<file path="config.mk">
export PLATFORM = sky130hd
export DESIGN_NAME = adding_machine_controller
export DESIGN_NICKNAME = d
export VERILOG_FILES = /design/src/rtl/adding_machine_controller.sv
export SDC_FILE = /design/constraint.sdc
export NUM_CORES = 1
export LEC_CHECK = 0
export ABC_AREA = 1
export CORE_MARGIN = 1
export CORE_UTILIZATION = 38
export CTS_CLUSTER_DIAMETER = 40
export CTS_CLUSTER_SIZE = 28
export DETAILED_ROUTE_END_ITERATION = 10
export GPL_ROUTABILITY_DRIVEN = 0
export PLACE_DENSITY = 0.73
export SLEW_MARGIN = 10
export SYNTH_ARGS = -nofsm -noshare
export SYNTH_HDL_FRONTEND = slang
export SYNTH_SLANG_ARGS = --single-unit
</file>
<file path="constraint.sdc">
create_clock -name clock -period 1.15 [get_ports clock]
set_input_delay 0.23 -clock clock [delete_from_list [all_inputs] [get_ports clock]]
set_output_delay 0.23 -clock clock [all_outputs]
set_load 0.005 [all_outputs]
</file>
<file path="src/rtl/adding_machine_controller.sv">
// Fetch/decode/execute control FSM for the adding-machine datapath.
// Drives datapath strobes and the memory handshake; halts with bus_err on memory timeout.
module adding_machine_controller #(
    parameter int unsigned TIMEOUT = 15,
    parameter int unsigned TO_W    = 4
) (
    input  logic       clock,
    input  logic       reset,
    input  logic [1:0] ir_opcode,
    input  logic       mem_ready,
    output logic       load_IR,
    output logic       load_acc,
    output logic       sel_alu,
    output logic       pass_add,
    output logic       sel_bus,
    output logic       ld_pc,
    output logic       clr_pc,
    output logic       inc_pc,
    output logic       ir_on_adr,
    output logic       pc_on_adr,
    output logic       mem_rd,
    output logic       mem_wr,
    output logic       bus_err,
    output logic [2:0] state
);

    typedef enum logic [2:0] {
        S_RST    = 3'd0,
        S_FETCH  = 3'd1,
        S_DECODE = 3'd2,
        S_LDA    = 3'd3,
        S_STA    = 3'd4,
        S_ADD    = 3'd5,
        S_JMP    = 3'd6,
        S_HALT   = 3'd7
    } state_t;

    state_t          r_state;
    state_t          w_next;
    logic [TO_W-1:0] r_wait_cnt;
    logic            w_waiting;
    logic            w_timeout;

    // Memory-access states are the only ones that can stall on mem_ready.
    assign w_waiting = (r_state == S_FETCH) || (r_state == S_LDA) ||
                       (r_state == S_STA)   || (r_state == S_ADD);
    assign w_timeout = w_waiting && !mem_ready &&
                       (r_wait_cnt == TO_W'(TIMEOUT - 1));
    assign state     = r_state;

    always_ff @(posedge clock or negedge reset) begin
        if (!reset) begin
            r_state    <= S_RST;
            r_wait_cnt <= '0;
        end else begin
            r_state <= w_next;
            if (!w_waiting || mem_ready || w_timeout)
                r_wait_cnt <= '0;
            else
                r_wait_cnt <= r_wait_cnt + 1'b1;
        end
    end

    always_comb begin
        w_next = r_state;
        case (r_state)
            S_RST:    w_next = S_FETCH;
            S_FETCH: begin
                if (mem_ready)      w_next = S_DECODE;
                else if (w_timeout) w_next = S_HALT;
            end
            S_DECODE: begin
                case (ir_opcode)
                    2'b00:   w_next = S_LDA;
                    2'b01:   w_next = S_STA;
                    2'b10:   w_next = S_ADD;
                    default: w_next = S_JMP;
                endcase
            end
            S_LDA, S_STA, S_ADD: begin
                if (mem_ready)      w_next = S_FETCH;
                else if (w_timeout) w_next = S_HALT;
            end
            S_JMP:    w_next = S_FETCH;
            default:  w_next = S_HALT;
        endcase
    end

    always_comb begin
        load_IR   = 1'b0;
        load_acc  = 1'b0;
        sel_alu   = 1'b0;
        pass_add  = 1'b0;
        sel_bus   = 1'b0;
        ld_pc     = 1'b0;
        clr_pc    = 1'b0;
        inc_pc    = 1'b0;
        ir_on_adr = 1'b0;
        pc_on_adr = 1'b0;
        mem_rd    = 1'b0;
        mem_wr    = 1'b0;
        bus_err   = 1'b0;
        case (r_state)
            S_RST:   clr_pc = 1'b1;
            S_FETCH: begin
                pc_on_adr = 1'b1;
                mem_rd    = 1'b1;
                load_IR   = mem_ready;
                inc_pc    = mem_ready;
            end
            S_LDA, S_ADD: begin
                ir_on_adr = 1'b1;
                mem_rd    = 1'b1;
                pass_add  = (r_state == S_ADD);
                load_acc  = mem_ready;
                sel_alu   = mem_ready;
            end
            S_STA: begin
                ir_on_adr = 1'b1;
                sel_bus   = 1'b1;
                mem_wr    = 1'b1;
            end
            S_JMP: begin
                ir_on_adr = 1'b1;
                ld_pc     = 1'b1;
            end
            S_HALT:  bus_err = 1'b1;
            default: ;
        endcase
    end

endmodule

</file>
== Yosys cells after proc, flatten, opt, wreduce, memory -nomap -nowiden ==
Cells that the tools add are included.

* Register bits after elaboration: 7
* Input bits: 5
* Output and inout port bits: 16
* Word-level logic and storage cells: 45

* $add $sub $neg: 1
* Equal/unequal tests: 10
* Multiplexer cells: 16
* Reductions and logical operators: 16

{| class="wikitable"
|+ Operators with widths
! kind !! count
|-
| $eq A3 B3 Y1 const B || 4
|-
| $pmux W3 S4 || 1
|-
| $mux W1 || 10
|-
| $mux W3 || 3
|-
| $pmux W3 S3 || 1
|-
| $eq A3 B2 Y1 const B || 2
|-
| $reduce_or A3 Y1 || 2
|-
| $logic_or A1 B1 Y1 || 5
|-
| $add A4 B1 Y4 const B || 1
|-
| $eq A4 B4 Y1 const B || 1
|-
| $mux W4 || 1
|-
| $reduce_or A2 Y1 || 2
|-
| $reduce_or A4 Y1 || 1
|-
| $eq A3 B1 Y1 const B || 1
|-
| $logic_not A3 Y1 || 1
|-
| $eq A2 B1 Y1 const B || 1
|-
| $eq A2 B2 Y1 const B || 1
|-
| $logic_and A1 B1 Y1 || 2
|-
| $logic_not A1 Y1 || 2
|-
| $logic_not A2 Y1 || 1
|}

== Logic depth before layout (Yosys ltp) ==
* Word-level depth: 9
* Gate-level depth with buffers: 8
* Depth with buffers taken out: 8

== Least setup slack after synthesis ==
Ideal clock, no wire load.

* Kind: reg-to-output
* Start point: register r_state[2] (netlist: state[2])
* End point: output sel_alu
* Arrival time: 1.087 ns
* Required time: 0.920 ns
* Setup slack: -0.167 ns
* Stages on the path, launching flop included: 8
* Cell sequence: dfrtp_1 -> buf_6 -> nand2_1 -> inv_1 -> nor2_2 -> nand2_1 -> nor2_1 -> buf_4

* Cells in the longest elaborated chain, start to end: 3
* Elaborated cells between the ends (all ways): 4
* Classes of those cells: 2 x eq/ne; 1 x mux; 1 x reduce/logical

{| class="wikitable"
|+ Ends and longest elaborated chain
! element !! RTL line !! source
|-
| start, declared || 38 || <nowiki>state_t r_state;</nowiki>
|-
| start signal, assigned || 56 || <nowiki>r_state <= w_next;</nowiki>
|-
| $eq A3 B2 Y1 / $eq A3 B3 Y1 (equally long branches) || n/a ||
|-
| $reduce_or A2 Y1 (*) || n/a ||
|-
| $mux W1 (*) || n/a ||
|-
| end, declared || 13 || <nowiki>output logic sel_alu,</nowiki>
|}

Every way passes the cells marked *; elsewhere a longest branch is shown, timed or not.

== Worst setup path after layout ==
* Start point: register r_state[2] (netlist: state[2])
* End point: output load_acc

* Cells in the longest elaborated chain, start to end: 3
* Elaborated cells between the ends (all ways): 4
* Classes of those cells: 2 x eq/ne; 1 x mux; 1 x reduce/logical

{| class="wikitable"
|+ Ends and longest elaborated chain
! element !! RTL line !! source
|-
| $eq A3 B2 Y1 / $eq A3 B3 Y1 (equally long branches) || 103 || <nowiki>case (r_state)</nowiki>
|-
| $reduce_or A2 Y1 (*) || 103 ||
|-
| $mux W1 (*) || 103 ||
|-
| end, declared || 12 || <nowiki>output logic load_acc,</nowiki>
|}

Marked as above.

==> flow_metrics.py <==
metrics = {
    "logic_synthesis": {
        "ys_seq_area_share_pct": 30.4,
        "netlist-cell-type-count": 18,
        "ys_seq_elements": 7,
        "syn_area_um2": 576,
        "ys_warn_count": 0,
        "syn-num-nets": 86,
        "postSynthCellCount": 77,
        "postSynthAreaPerCell_um2": 7.47,
    },
    "detailed_routing": {
        "firstDrtPassIters": 4,
        "wl_mm": 2.83,
        "drc_errors": 0,
        "drt-initial-drc-count": 32,
        "viasPerCell": 5.37,
        "avgRoutedWirePerCell_um": 19.5,
        "postRouteAntennaNets": 0,
        "dr_total_vias": 778,
    },
    "critical_path": {
        "reg2reg_from": "state[2]",
        "path_delay_family": "flip-flops",
        "cp.required_ns": 0.92,
        "rr_worst_depth": 10,
        "arrival_ns": 1.31,
        "critPathBufInv": 2,
        "worstPathMaxFanout": 4,
        "critical_path_class": "reg -> out",
        "reg2reg_to": "state[0]",
        "start_kind": "flip-flop",
        "crit_chain": "nand2_2, inv_2, nor2_4, nand2_2, nor2_2, buf_2",
        "crit_slowest_cell": "dfrtp_2",
        "crit_path_end_kind": "output port",
        "r2r_slack_ns": -0.33,
        "crit_top_cell": "nand2_2",
        "worst_path_largest_cell_delay_ns": 0.45,
    },
    "clocking": {
        "clock_latency_ns": 0.25,
        "h-tree-depth": 1,
        "cts_buffer_depth": 2,
        "numCtsBuffers": 3,
        "cts.clk_slew.worst_paths_ns": 0.05,
        "cts_sinks": 7,
        "cts_root_buf": "clkbuf_4",
        "cts_tree": "built",
        "cts_hold_buffers": 0,
    },
    "status": {
        "status": "finished with violations",
        "violations": "setup timing",
    },
    "timing": {
        "period_share_pct": 134,
        "min_period_ns": 1.54,
        "hold_violations": 0,
        "clock_skew_ns": 0.000495,
        "final_max_slew_viol_count": 0,
        "slew_headroom_pct": 79.7,
        "setup_slack_ns": -0.395,
        "fmax_mhz": 647,
        "rsz0062_at_grt": "true",
        "setup_viol": 23,
        "max_slew.worst_pin.slew_ns": 0.304,
    },
    "final_layout": {
        "multiInputGateArea_um2": 468,
        "final_cell_count_no_fill": 145,
        "final_common_cell": "buf_6",
        "n_fill_cell": 46,
        "layout_common_cells": "buf_6, buf_4, buf_2",
        "antennaDiodeCount": 0,
        "nNetsFinal": 140,
        "finalInstanceArea_mm2": 0.00126,
        "post-route-util_pct": 93.7,
        "drive_gt1_share_pct": 74.6,
        "seqCellArea_um2": 179,
        "area_delta_synth_final_pct": 120,
    },
    "floorplan": {
        "coreArea_mm2": 0.00135,
        "die_y_um": 40.9,
        "core.rowCount": 13,
        "dieArea_mm2": 0.00167,
        "dieWidth_um": 40.9,
        "pin_count": 21,
        "start_util_pct": 42.6,
    },
    "pwr": {
        "peakVddDrop_uv": 875,
        "leakagePower_nw": 0.618,
        "power.density_mw_per_mm2": 413,
    },
    "placed_design": {
        "postPlaceCellArea_um2": 881,
        "dpl_worst_slack_ns": -0.602,
        "place_hpwl_mm": 1.02,
        "dpl.cell_count": 123,
        "io_buffers": 20,
    },
    "grt": {
        "grt_pass1_wl_mm": 3.04,
        "grt_start_max_net_pins": 8,
        "grt_pass1_vias": 703,
        "grt-ovfl-total": 0,
        "gr-usage-all-layers_pct": 28.5,
        "antenna_found_initial": 0,
    },
    "worst_hold_path": {
        "hp-class": "in -> async",
    },
    "run": {
        "drv_cap": 0,
    },
}
## flip-flops by register name, indices dropped and copies added, names as in the netlist
name,cells
r_wait_cnt,4
state,3
## Yosys cell counts, drive strengths merged
library cell	instances	area, µm²
nand3	11	70.1
o21ai	1	5.00
nor2	16	62.6
bufinv	1	30.0
buf	4	33.8
nand2	16	62.6
o2111ai	1	8.76
inv	13	48.8
nand3b	1	11.3
xor2	1	8.76
dfrtp	7	175
ha	4	50.1
xnor2	1	8.76
## logic make-up (layout without fill, tap and decap cells)
logic type               count (synthesis)  count (layout)  synth area share (%)
AO/OA/AOI/OAI                            2               2                  2.39
XOR/XNOR                                 2               2                  3.04
adder cells (fa/ha/maj)                  4               4                  8.70
buffers and inverters                   18              71                  19.6
flip-flops                               7               7                  30.4
AND/OR/NAND/NOR                         44              44                  35.9
## worst max path at each step
| stage | startpoint | end | slack, ns | cells past startpoint |
|---|---|---|---|---|
| 5_1_grt | state[2] | sel_alu | -0.43 | 6 |
| 2_1_floorplan | state[2] | sel_alu | -0.12 | 7 |
| 3_3_place_gp | mem_ready | inc_pc | -0.59 | 4 |
| 4_1_cts | state[2] | sel_alu | -0.31 | 6 |
| 3_5_place_dp | mem_ready | sel_alu | -0.60 | 4 |
| 6_report | state[2] | load_acc | -0.39 | 6 |
## area by class of cell
type                       instances  area share [%]
sequential                         7            14.1
tap                               15            1.48
multi-input combinational         52            37.0
clock buffer                       4            2.08
timing repair buffer              53            38.3
inverter                          14            7.02
## timing repair
action / CTS / global route
resized for setup: 101 / 43
setup buffers: 17 / 5
endpoints found under the setup margin: 18 / 23
pin swaps: 11 / 16
## report_power, final
group,switching (W),internal [W]
registers,0,0.000247
clock network,0.0000914,0.000132
logic,0.0000231,0.0000292
total,0.000114,0.000408
## per-layer routing
layer	track usage [%]	share of wire [%]
met2	50.4	52
met4	16.7	4.4
met5	0	0
met3	7.07	7.1
met1	30.1	37
## metrics by stage
step                      total power [W]  setup TNS [ns]  hold slack (ns)
final                            0.000523           -5.45            0.232
after global routing             0.000540           -6.08            0.252
after CTS                        0.000515           -4.19            0.233
after detailed placement         0.000298           -7.68            0.500
after global placement           0.000296           -7.48            0.494
after floorplan                  0.000274          -0.138          -0.0656
(Power assumes the default switching activity.)
